<file path="config.mk">
export PLATFORM = sky130hd
export DESIGN_NAME = rx_sym_slicer
export DESIGN_NICKNAME = d
export VERILOG_FILES = /design/src/rtl/rx_pkg.sv /design/src/rtl/rx_ref_tracker.sv /design/src/rtl/rx_sym_slicer.sv
export SDC_FILE = /design/constraint.sdc
export NUM_CORES = 1
export LEC_CHECK = 0
export ABC_AREA = 1
export CELL_PAD_IN_SITES_DETAIL_PLACEMENT = 1
export CELL_PAD_IN_SITES_GLOBAL_PLACEMENT = 1
export CORE_UTILIZATION = 48
export CTS_CLUSTER_SIZE = 16
export DETAILED_ROUTE_END_ITERATION = 16
export PLACE_DENSITY = 0.84
export SKIP_CTS_REPAIR_TIMING = 1
export SLEW_MARGIN = 15
export SYNTH_ARGS = -nofsm -noshare
export SYNTH_HDL_FRONTEND = slang
export SYNTH_SLANG_ARGS = --single-unit
</file>
<file path="constraint.sdc">
create_clock -name sys_clk -period 13.13 [get_ports sys_clk]
set_input_delay 2.626 -clock sys_clk [delete_from_list [all_inputs] [get_ports sys_clk]]
set_output_delay 2.626 -clock sys_clk [all_outputs]
set_load 0.05 [all_outputs]
</file>
<file path="src/rtl/rx_pkg.sv">
`default_nettype none
// ============================================================================
// rx_pkg : sample width, 4-ASK symbol codes and saturation helpers
// Rev 1.0 - initial release
// ============================================================================
package rx_pkg;

  localparam int WIDTH = 18;

  localparam logic [1:0] SYM_M3 = 2'b00;
  localparam logic [1:0] SYM_M1 = 2'b01;
  localparam logic [1:0] SYM_P1 = 2'b10;
  localparam logic [1:0] SYM_P3 = 2'b11;

  // |x|; the most negative code has no positive twin and maps to full scale
  function automatic logic [WIDTH-1:0] abs_sat(input logic signed [WIDTH-1:0] x);
    logic [WIDTH-1:0] r;
    if (!x[WIDTH-1]) begin
      r = x;
    end else if (x == {1'b1, {(WIDTH-1){1'b0}}}) begin
      r = {1'b0, {(WIDTH-1){1'b1}}};
    end else begin
      r = ~x + 1'b1;
    end
    return r;
  endfunction

  function automatic logic signed [WIDTH-1:0] sat(input logic signed [WIDTH+1:0] v);
    logic signed [WIDTH-1:0] r;
    if ((v[WIDTH+1:WIDTH-1] == 3'b000) || (v[WIDTH+1:WIDTH-1] == 3'b111)) begin
      r = v[WIDTH-1:0];
    end else if (v[WIDTH+1]) begin
      r = {1'b1, {(WIDTH-1){1'b0}}};
    end else begin
      r = {1'b0, {(WIDTH-1){1'b1}}};
    end
    return r;
  endfunction

endpackage
`default_nettype wire

</file>
<file path="src/rtl/rx_ref_tracker.sv">
`default_nettype none
// ============================================================================
// rx_ref_tracker : block-average of |x| over 2**AVG_LOG2 symbols -> ref_lvl
// Rev 1.0 - initial release
// ============================================================================
module rx_ref_tracker #(
  parameter int WIDTH    = rx_pkg::WIDTH,
  parameter int AVG_LOG2 = 10,
  parameter int INIT_REF = 65536
) (
  input  logic             clk,
  input  logic             rst,
  input  logic             upd,
  input  logic             hold,
  input  logic [WIDTH-1:0] a_in,
  output logic [WIDTH-1:0] ref_lvl
);

  localparam int ACC_W = WIDTH + AVG_LOG2;

  logic [ACC_W-1:0]    acc_q, acc_d, sum;
  logic [AVG_LOG2-1:0] scnt_q, scnt_d, frac_unused;
  logic [WIDTH-1:0]    ref_q, ref_d, avg;

  always_comb begin
    sum = acc_q + ACC_W'(a_in);
    {avg, frac_unused} = sum;
    acc_d  = acc_q;
    scnt_d = scnt_q;
    ref_d  = ref_q;
    if (upd && !hold) begin
      if (&scnt_q) begin
        acc_d  = '0;
        scnt_d = '0;
        // a zero threshold would collapse the slicer, so floor it at 1
        ref_d  = (avg == '0) ? WIDTH'(1) : avg;
      end else begin
        acc_d  = sum;
        scnt_d = scnt_q + 1'b1;
      end
    end
  end

  always_ff @(posedge clk or posedge rst) begin
    if (rst) begin
      acc_q  <= '0;
      scnt_q <= '0;
      ref_q  <= WIDTH'(INIT_REF);
    end else begin
      acc_q  <= acc_d;
      scnt_q <= scnt_d;
      ref_q  <= ref_d;
    end
  end

  assign ref_lvl = ref_q;

endmodule
`default_nettype wire

</file>
<file path="src/rtl/rx_sym_slicer.sv">
`default_nettype none
// ============================================================================
// rx_sym_slicer : decimate matched-filter output, slice to 4-ASK, report error
// Rev 1.0 - initial release
// ============================================================================
module rx_sym_slicer #(
  parameter int WIDTH    = rx_pkg::WIDTH,
  parameter int SPS      = 4,
  parameter int AVG_LOG2 = 10,
  parameter int INIT_REF = 65536,
  localparam int CNT_W   = (SPS > 1) ? $clog2(SPS) : 1
) (
  input  logic                    sys_clk,
  input  logic                    reset,
  input  logic                    sam_clk_en,
  input  logic signed [WIDTH-1:0] x_in,
  input  logic [CNT_W-1:0]        phase,
  input  logic                    hold_ref,
  output logic [1:0]              sym_out,
  output logic                    sym_valid,
  output logic signed [WIDTH-1:0] err,
  output logic [WIDTH-1:0]        ref_lvl
);

  import rx_pkg::*;

  logic [CNT_W-1:0]        cnt_q, cnt_d;
  logic signed [WIDTH-1:0] x_s_q, x_s_d;
  logic                    cap_v_q, cap_v_d;
  logic [1:0]              sym_q, sym_d;
  logic                    valid_q, valid_d;
  logic signed [WIDTH-1:0] err_q, err_d;

  logic signed [WIDTH+1:0] x_ext, ref_ext, half_ext, ideal, diff;
  logic [1:0]              slice_sym;

  // sample counter and decimating capture
  always_comb begin
    cnt_d   = cnt_q;
    x_s_d   = x_s_q;
    cap_v_d = 1'b0;
    if (sam_clk_en) begin
      cnt_d = (cnt_q == CNT_W'(SPS - 1)) ? '0 : cnt_q + 1'b1;
      if (cnt_q == phase) begin
        x_s_d   = x_in;
        cap_v_d = 1'b1;
      end
    end
  end

  // two guard bits: ideal levels reach 1.5 * full-scale ref
  always_comb begin
    x_ext    = {{2{x_s_q[WIDTH-1]}}, x_s_q};
    ref_ext  = {2'b00, ref_lvl};
    half_ext = {3'b000, ref_lvl[WIDTH-1:1]};
    if (x_ext >= ref_ext) begin
      slice_sym = SYM_P3;
      ideal     = ref_ext + half_ext;
    end else if (!x_ext[WIDTH+1]) begin
      slice_sym = SYM_P1;
      ideal     = half_ext;
    end else if (x_ext >= -ref_ext) begin
      slice_sym = SYM_M1;
      ideal     = -half_ext;
    end else begin
      slice_sym = SYM_M3;
      ideal     = -(ref_ext + half_ext);
    end
    diff = x_ext - ideal;
  end

  always_comb begin
    sym_d   = sym_q;
    err_d   = err_q;
    valid_d = cap_v_q;
    if (cap_v_q) begin
      sym_d = slice_sym;
      err_d = sat(diff);
    end
  end

  always_ff @(posedge sys_clk or posedge reset) begin
    if (reset) begin
      cnt_q   <= '0;
      x_s_q   <= '0;
      cap_v_q <= 1'b0;
      sym_q   <= '0;
      valid_q <= 1'b0;
      err_q   <= '0;
    end else begin
      cnt_q   <= cnt_d;
      x_s_q   <= x_s_d;
      cap_v_q <= cap_v_d;
      sym_q   <= sym_d;
      valid_q <= valid_d;
      err_q   <= err_d;
    end
  end

  rx_ref_tracker #(
    .WIDTH    (WIDTH),
    .AVG_LOG2 (AVG_LOG2),
    .INIT_REF (INIT_REF)
  ) u_ref_tracker (
    .clk     (sys_clk),
    .rst     (reset),
    .upd     (cap_v_q),
    .hold    (hold_ref),
    .a_in    (abs_sat(x_s_q)),
    .ref_lvl (ref_lvl)
  );

  assign sym_out   = sym_q;
  assign sym_valid = valid_q;
  assign err       = err_q;

endmodule
`default_nettype wire

</file>
==> reports/metrics.cfg, run 1 <==
[placement]
dp_hpwl_mm=27.6
dp_cells=1829
globalplace.congestion=0.918
place_area_um2=11200
portBuffers=62

[grt]
grt_max_degree=62
grt_usage_pct=32.8
grt_pass1_vias=10805
overflow=0
grt_pass1_wl_mm=56.4
antenna_found_initial=0

[floorplanning]
initial_core_util_pct=48.9
die_width_um=148
io_pins=63
die_h_um=148
die_area_um2=22000
core_area_um2=21000
num_rows=53

[power_and_ir_drop]
irDropWorstVdd_uv=178
p_leak_nw=5.67
p_per_area_nw_per_um2=264

[sta]
grt_setup_unrepaired=no
hold_ws_ns=0.491
max_freq_mhz=141
final_hold_viol_count=0
period_minus_slack_ns=7.09
min_period_over_period_pct=54.0
fin_skew_ns=0.0176
final_max_slew_viol_count=0
slew_headroom_pct=39.1
setup_viol=0
tns_ns=0
worstMarginPinSlew_ns=0.913

[logic_synthesis]
syn-num-nets=1657
yosysWarnings=0
synth_seq_cells=98
ys_seq_area_share_pct=23.9
syn_avg_cell_area_um2=6.78
synth.distinct_cells=51
synth_area_um2=10300
synth_cells=1515

[critical_path]
rrSetupSlack_ns=6.04
critPathMostFrequentCell=nand2_1
reg2reg_depth=40
crit_end=err[15]
crit_path_max_fanout=20
cp_slowest_cell=dfrtp_1
worstSetupPathType=reg -> reg
end_kind=register
worstPathArrival_ns=7.39
cp.required_ns=13.43
critical_path.reg2reg.startpoint=u_ref_tracker.ref_lvl[1]
crit_path_start=u_ref_tracker.ref_lvl[1]
worst_r2r_endpoint=err[15]
critPathLaunchType=register
slowest_delay_ns=0.49

[detailed_routing]
firstDrtPassIters=5
vias=10313
wl_per_cell_um=18.9
via_per_inst=5.59
ant_nets=0
drt_iter0_drc=412
drc=0
wl_mm=34.8

[clock_tree]
cts_tree=built
cts-root-buf=clkbuf_16
cts-buffers-inserted=9
htree_levels=3
clkSlewWorstSetupHoldPaths_ns=0.08
clk_latency_ns=0.37
ctsLongestPathBuffers=2
clock-sinks=98

[cells_and_area]
fin_util_pct=54.6
nets=1707
drive_gt1_share_pct=5.35
stdcell_count=1845
areaGrowthSynthToFinish_pct=11.6
post-route-cell-area_um2=11500
antennaDiodeCount=0

[outcome]
status=complete, no violations

[job]
maxCapViolCount=0

[min_path]
hp-start=sym_out[0]
hp-class=reg -> reg

[power breakdown]
group	internal [mW]	switching, mW	total, mW	leakage, nW
clock network	0.157	0.135	0.293	0.154
logic	0.725	1.47	2.19	4.32
registers	0.410	0.129	0.539	1.20
[worst min-delay path by stage]
| stage | end | cells after the start | slack [ns] |
|---|---|---|---|
| 2_1_floorplan | sym_valid | 0 | 0.35 |
| 3_3_place_gp | u_ref_tracker.acc_q[9] | 2 | 0.47 |
| 3_5_place_dp | sym_out[0] | 2 | 0.48 |
| 4_1_cts | sym_out[0] | 2 | 0.50 |
| 5_1_grt | sym_out[0] | 2 | 0.51 |
| 6_report | sym_out[0] | 2 | 0.49 |
[flip-flops by register name, summed over array words and instances, names as in the netlist]
name and count:
sym_valid 1, sym_out 2, x_s_q 18, cap_v_q 1, u_ref_tracker.ref_lvl 18, u_ref_tracker.acc_q 28, cnt_q 2, err 18
u_ref_tracker.scnt_q 10
[final cells by class]
class / instances / area [µm²]
clock buffer: 10 / 239
clock inverter: 6 / 77.6
fill: 2818 / 9550
inverter: 212 / 798
multi-input combinational: 1177 / 6900
sequential: 98 / 2450
tap: 275 / 344
timing repair buffer: 67 / 658
[critical path, delay by kind of cell, from the launching register on]
kind            cells  cell delay, ns
simple gates       22            2.54
buf+inv             6            1.08
fa+ha+maj           3            0.99
compound gates      8            1.71
xor+xnor            1            0.19
flops               1            0.49
[synth_stat cells (all sizes together)]
cell type  number  area [µm²]
a211oi          3        22.5
a21boi          6        48.8
a21o            3        22.5
a21oi         106         572
a221o           1        10.0
a221oi          1        8.76
a22o            2        17.5
a31oi           9        56.3
a32o            1        10.0
a41oi           1        8.76
and2            1        6.26
buf             6        46.3
clkbuf         22        82.6
dfrtp          97        2430
dfstp           1        26.3
fa              3        60.1
ha            115        1440
inv           212         796
mux2            4        45.0
nand2         379        1490
nand3          72         423
nand3b          3        22.5
nand4          19         119
nor2          171         707
nor3           22         120
nor4            9        56.3
o211ai         13        97.6
o21ai         127         636
o21bai          5        37.5
o221a           1        11.3
o221ai          2        17.5
o22ai          12        75.1
o311ai          2        17.5
o31ai           1        7.51
or3             1        6.26
xnor2          17         149
xor2           65         577
[cells in the final DEF, fill, tap and decap left out, types with 3 or more instances in the layout]
master and instances:
nand3_4 3, nor4_1 9, a21boi_0 5, a21o_1 3
nor2_1 162, xnor2_1 17, o22ai_1 12, xor2_1 64
ha_1 115, nand2_2 11, nand4_1 19, dfrtp_1 97
nand2_4 5, a31oi_1 9, buf_4 5, o211ai_1 13
o21ai_0 127, nand2_1 363, inv_1 204, inv_2 7
a21oi_1 94, clkbuf_16 9, nand3b_1 3, a21oi_2 12
clkdlybuf4s50_1 62, nor2_4 3, fa_1 3, a211oi_1 3
nor2_2 4, nand3_1 64, nor3_1 20, o21bai_1 5
nand3_2 5, mux2_2 4
[through the flow]
step	setup WS [ns]	power, mW
final	6.04	3.02
after global routing	5.41	3.29
after CTS	6.10	3.02
after detailed placement	6.17	2.69
after global placement	6.21	2.63
after floorplan	7.55	2.11
[kinds of logic after synthesis]
| group | Yosys count | share of synthesized area [%] |
|---|---|---|
| AND/OR/NAND/NOR | 677 | 28.7 |
| adder cells (fa/ha/maj) | 118 | 14.6 |
| flip-flops | 98 | 23.9 |
| AO/OA/AOI/OAI | 296 | 16.3 |
| XOR/XNOR | 82 | 7.06 |
| multiplexers | 4 | 0.438 |
| buffers and inverters | 240 | 9.00 |
[layer usage]
metal / wire [µm] / global-route usage [%] / up-vias
met4: 1160 / 13.3 / 0
met1: 15400 / 40.8 / 5005
met2: 17500 / 58.3 / 172
met5: 0 / 0 / -
met3: 734 / 2.61 / 70
li1: - / - / 5066
No activity file was read; power rests on OpenSTA's default activity.
==> run 2: changes to the inputs <==
CORE_UTILIZATION = 45   (was 48)
PLACE_DENSITY = 0.79   (was 0.84)
clock period = 7.3 ns   (was 13.13 ns; I/O delays follow)
==> reports/metrics.cfg, run 2 (same netlist as run 1, synthesis figures left out) <==
[outcome]
status=complete, no violations

[cells_and_area]
drive_gt1_share_pct=6.13
areaGrowthSynthToFinish_pct=12.6
layout_commonest_cell=nand2_1
largest_reg_flops=28
layout_common_cells=363 x nand2_1, 203 x inv_1, 162 x nor2_1
seq_area_um2=2450
multiInputGateArea_um2=6900
fillers=2944
regMostFlops=u_ref_tracker.acc_q
nets=1719
fin_util_pct=52.4
antennaDiodeCount=0
stdcell_count=1862

[floorplanning]
initial_core_util_pct=46.5
die_h_um=153
core_area_um2=22100
num_rows=54
die_width_um=153
io_pins=63
die_area_um2=23400

[min_path]
hold_end=u_ref_tracker.acc_q[9]
hp-start=u_ref_tracker.acc_q[9]
hp-class=reg -> reg
holdPathStages=2

[placement]
globalplace.congestion=0.933
portBuffers=62
dp_cells=1841
dp_hpwl_mm=28.1

[detailed_routing]
wl_per_cell_um=18.7
firstDrtPassIters=4
wl_mm=34.8
drt_iter0_drc=509
ant_nets=0
drc=0
via_per_inst=5.55
vias=10337

[sta]
slew_headroom_pct=33.3
setup_viol=0
fin_skew_ns=0.0215
tns_ns=0
grt_setup_unrepaired=no
max_freq_mhz=151
final_max_slew_viol_count=0
final_hold_viol_count=0
worstMarginPinSlew_ns=1.00
min_period_over_period_pct=90.7
period_minus_slack_ns=6.62

[power_and_ir_drop]
p_leak_nw=5.72
finalPower_mw=5.42
irDropWorstVdd_uv=301
p_per_area_nw_per_um2=468

[clock_tree]
cts-buffers-inserted=9
cts_tree=built
ctsLongestPathBuffers=2
clock-sinks=98
clkSlewWorstSetupHoldPaths_ns=0.08
cts-root-buf=clkbuf_16
clk_latency_ns=0.37
htree_levels=3

[critical_path]
critical_path.reg2reg.startpoint=u_ref_tracker.ref_lvl[1]
crit_path_max_fanout=17
rrSetupSlack_ns=0.68
end_kind=register
crit_family=simple AND/OR/NAND/NOR gates
cp_slowest_cell=dfrtp_1
path_buf_inv=8
worst_r2r_endpoint=err[0]
slowest_delay_ns=0.49
cp.required_ns=7.54
reg2reg_depth=38
worstSetupPathType=reg -> reg
worstPathArrival_ns=6.86
critPathLaunchType=register
critPathMostFrequentCell=nand2_1

[grt]
grt_max_degree=77
grt_usage_pct=30.3
overflow=0
grt_pass1_wl_mm=56.2
antenna_found_initial=0
grt_pass1_vias=10590

[job]
maxCapViolCount=0

==> run 2: cell count changes in the layout (fill, tap and decap cells not counted), sizes merged <==
cell / change
bufinv: -1
inv: -3
clkbuf: -1
clkinv: +5
clkinvlp: +1
buf: +11
==> run 2: worst max-delay path by stage <==
stage                             start      end  slack [ns]  cells after the start
2_1_floorplan  u_ref_tracker.ref_lvl[1]  err[10]        1.72                     40
3_3_place_gp   u_ref_tracker.ref_lvl[1]   err[4]        0.65                     38
3_5_place_dp   u_ref_tracker.ref_lvl[1]   err[0]        0.39                     38
4_1_cts        u_ref_tracker.ref_lvl[1]   err[0]        0.37                     38
5_1_grt        u_ref_tracker.ref_lvl[1]  err[15]        0.12                     41
6_report       u_ref_tracker.ref_lvl[1]   err[0]        0.68                     38
==> run 2: layer usage <==
metal	track usage, %	share of wire [%]	vias up
met5	0	0	-
met3	2.64	2.3	66
met4	11.8	3.4	0
met1	38.9	45	5028
li1	-	-	5088
met2	52.7	49	155
==> run 2: worst register-to-register path, delay by kind of cell, from the launching register on <==
| kind | cells | cell delay, ns |
|---|---|---|
| DFF | 1 | 0.49 |
| buffers and inverters | 8 | 1.14 |
| and+or+nand+nor | 18 | 2.12 |
| adders and majority gates | 3 | 0.81 |
| AOI/OAI and AO/OA | 9 | 1.97 |
==> run 2: final cells by class <==
class                           count  share of cell area (%)
Timing Repair Buffer               78                    6.51
Clock inverter                      7                   0.703
Clock buffer                        9                    1.95
Inverter                          212                    6.93
Tap cell                          280                    3.03
Timing Repair inverter              1                  0.0649
Sequential cell                    98                    21.2
Multi-Input combinational cell   1177                    59.6
==> run 2: power breakdown <==
group	leakage, nW	internal, mW	switching [mW]
clock network	0.149	0.245	0.263
logic	4.37	1.32	2.61
registers	1.20	0.737	0.243
==> run 2: per-stage QoR <==
stage	hold slack [ns]	instance area (µm²)	setup WS, ns
after floorplan	0.349	10300	1.72
after global placement	0.474	11200	0.654
after detailed placement	0.476	11200	0.387
after CTS	0.497	11500	0.371
after global routing	0.522	11600	0.117
final	0.499	11600	0.676
==> variant: new RTL, settings of run 1 <==
`AVG_LOG2` is set to 10 in 2 places; all go to 9.
--- a/src/rtl/rx_ref_tracker.sv
+++ b/src/rtl/rx_ref_tracker.sv
@@ -6,5 +6,5 @@
 module rx_ref_tracker #(
   parameter int WIDTH    = rx_pkg::WIDTH,
-  parameter int AVG_LOG2 = 10,
+  parameter int AVG_LOG2 = 9,
   parameter int INIT_REF = 65536
 ) (
--- a/src/rtl/rx_sym_slicer.sv
+++ b/src/rtl/rx_sym_slicer.sv
@@ -7,5 +7,5 @@
   parameter int WIDTH    = rx_pkg::WIDTH,
   parameter int SPS      = 4,
-  parameter int AVG_LOG2 = 10,
+  parameter int AVG_LOG2 = 9,
   parameter int INIT_REF = 65536,
   localparam int CNT_W   = (SPS > 1) ? $clog2(SPS) : 1
Check against the original RTL: same outputs for any inputs over 10 cycles, from zero or initial values and one cycle with reset high; that may be too few to reach the edited logic, so the function may still have changed.
==> variant against run 1 <==
Final area down 2.8%. Sequential share of layout area up 0.16 points. Setup slack better by 290 ps. Global-route usage up 0.12 points. Power down 9.0%. Largest cell class unchanged. Area after synthesis down 3.0%. Sequential cell count down 2. Critical endpoint is now err[16]. Wire length down 2.6%. Highest routed layer unchanged. Sequential power down 1%. Non-clock buffer count up 1.
==> variant: results (changes against run 1) <==
Outcome
  – Status: finished clean

Placement
  – Post-DP HPWL: 27,000 µm (-2.1%)
  – IO buf count: 62 (unchanged)
  – Cells after DPL: 1,781 (-2.6%)
  – GP Congestion: 0.931 (+1.3%)

Global routing
  – Met1 Usage GRT: 41.3% (+0.53 points)
  – GRT Util Overall: 32.9% (+0.12 points)
  – First-pass GRT wire length: 55,800 µm (-0.99%)
  – Met2 usage in global routing: 57.8% (-0.44 points)
  – Vias in the first global route: 10,800 (-0.16%)
  – M3 GR Usage: 2.56% (-0.045 points)
  – Pin count of the biggest net entering global routing: 54 (-13%)

Drt
  – Met3 wire length: 771 µm (+5.0%)
  – DRT met1 WL: 15,100 µm (-1.9%)
  – Post-DR vias/cell: 5.68 (+1.6%)
  – Drt first pass iters: 4 (-1)
  – WL final: 33,900 µm (-2.6%)
  – WL/cell: 18.9 µm (about the same)
  – Met2 wire len: 16,700 µm (-4.2%)
  – Starting DRT DRC Count: 690 (+67%)

Final layout
  – Post-layout net count: 1,665 (-2.5%)
  – Largest register FFs: 27 (-3.6%)
  – Fillers: 2,764 (-1.9%)
  – Fraction of layout cells with a size suffix above 1: 5.30% (-0.046 points)

Power and ir drop
  – Net Sw Frac: 56.1% (-1.1 points)
  – Sequential share of power: 19.3% (+1.5 points)
  – Sequential power: 0.532 mW (-1%)
  – Leak: 5.40 nW (-4.7%)
  – Clock group: 0.279 mW (-5%)
  – Worst VDD drop: 144 µV (-19%)

Synthesis
  – Syn Inst Count: 1,471 (-2.9%)
  – Synth cell count leaders: nand2_1 (368), inv_1 (178), nor2_1 (144)
  – Compound-Gate Fraction of Synth Area: 16.0% (-0.28 points)
  – Mux share of post-synthesis cell area: 0.565% (+0.13 points)
  – Mapped Nets: 1,614 (-2.6%)
  – Top post-synthesis cells by area: dfrtp_1 (24%), ha_1 (15%), nand2_1 (14%), inv_1 (6.7%), o21ai_0 (6.3%)
  – Sequential share of the synthesized area: 24.1% (+0.23 points)
  – Async SR Flop Fraction: 100% (unchanged)
  – Adder-Cell Fraction of Synth Area: 15.2% (+0.57 points)
  – Unique masters post-synth: 55 (+7.8%)
  – Synth Area in XOR/XNOR: 6.60% (-0.46 points)
  – Synthesis warning total: 0 (unchanged)

Clocking
  – Clock transition at path regs: 70 ps

Setup path
  – Worst Setup EP: err[16]
  – Reg2reg path depth: 38 (-5.0%)
  – Arrival @ worst endpoint: 7040 ps (-350 ps)
  – Slowest CP cell: nand3_1
  – FF-to-FF setup slack: 6320 ps (+290 ps)
  – CP peak stage delay: 630 ps (+140 ps)

Timing
  – Clock Skew: 12.4 ps (-5.23 ps)
  – Least-Margin Pin Slew: 1100 ps (+187 ps)

Min path
  – Worst Hold Launch: u_ref_tracker.acc_q[7]
  – Min-Delay Endpoint: u_ref_tracker.acc_q[7]
  – HP Class: reg2reg
==> variant: cell types whose count changed in the layout (fill, tap and decap cells not counted), sizes merged, moves of 4 or more <==
cell	change
o211ai	-4
nor4	-5
or2	+9
inv	-28
xor2	-8
a21oi	-7
nand3	+18
o31ai	+4
nor2	-20
nor3	+6
==> variant: area by class of cell <==
cell class | instances | area [µm²] | area share (%)
inverter | 186 | 701 | 6.28
clock buffer | 10 | 229 | 2.05
clock inverter | 6 | 67.6 | 0.606
sequential | 96 | 2400 | 21.6
multi-input combinational | 1161 | 6750 | 60.5
tap | 270 | 338 | 3.03
timing repair buffer | 68 | 666 | 5.97
==> variant: per-stage QoR <==
step | hold slack (ps) | setup slack (ps) | cell area (µm²)
6_report | 499 | 6320 | 11100
5_1_grt | 526 | 5570 | 11100
4_1_cts | 501 | 6420 | 11100
3_5_place_dp | 484 | 6490 | 10900
3_3_place_gp | 471 | 6720 | 10900
2_1_floorplan | 410 | 7450 | 9970
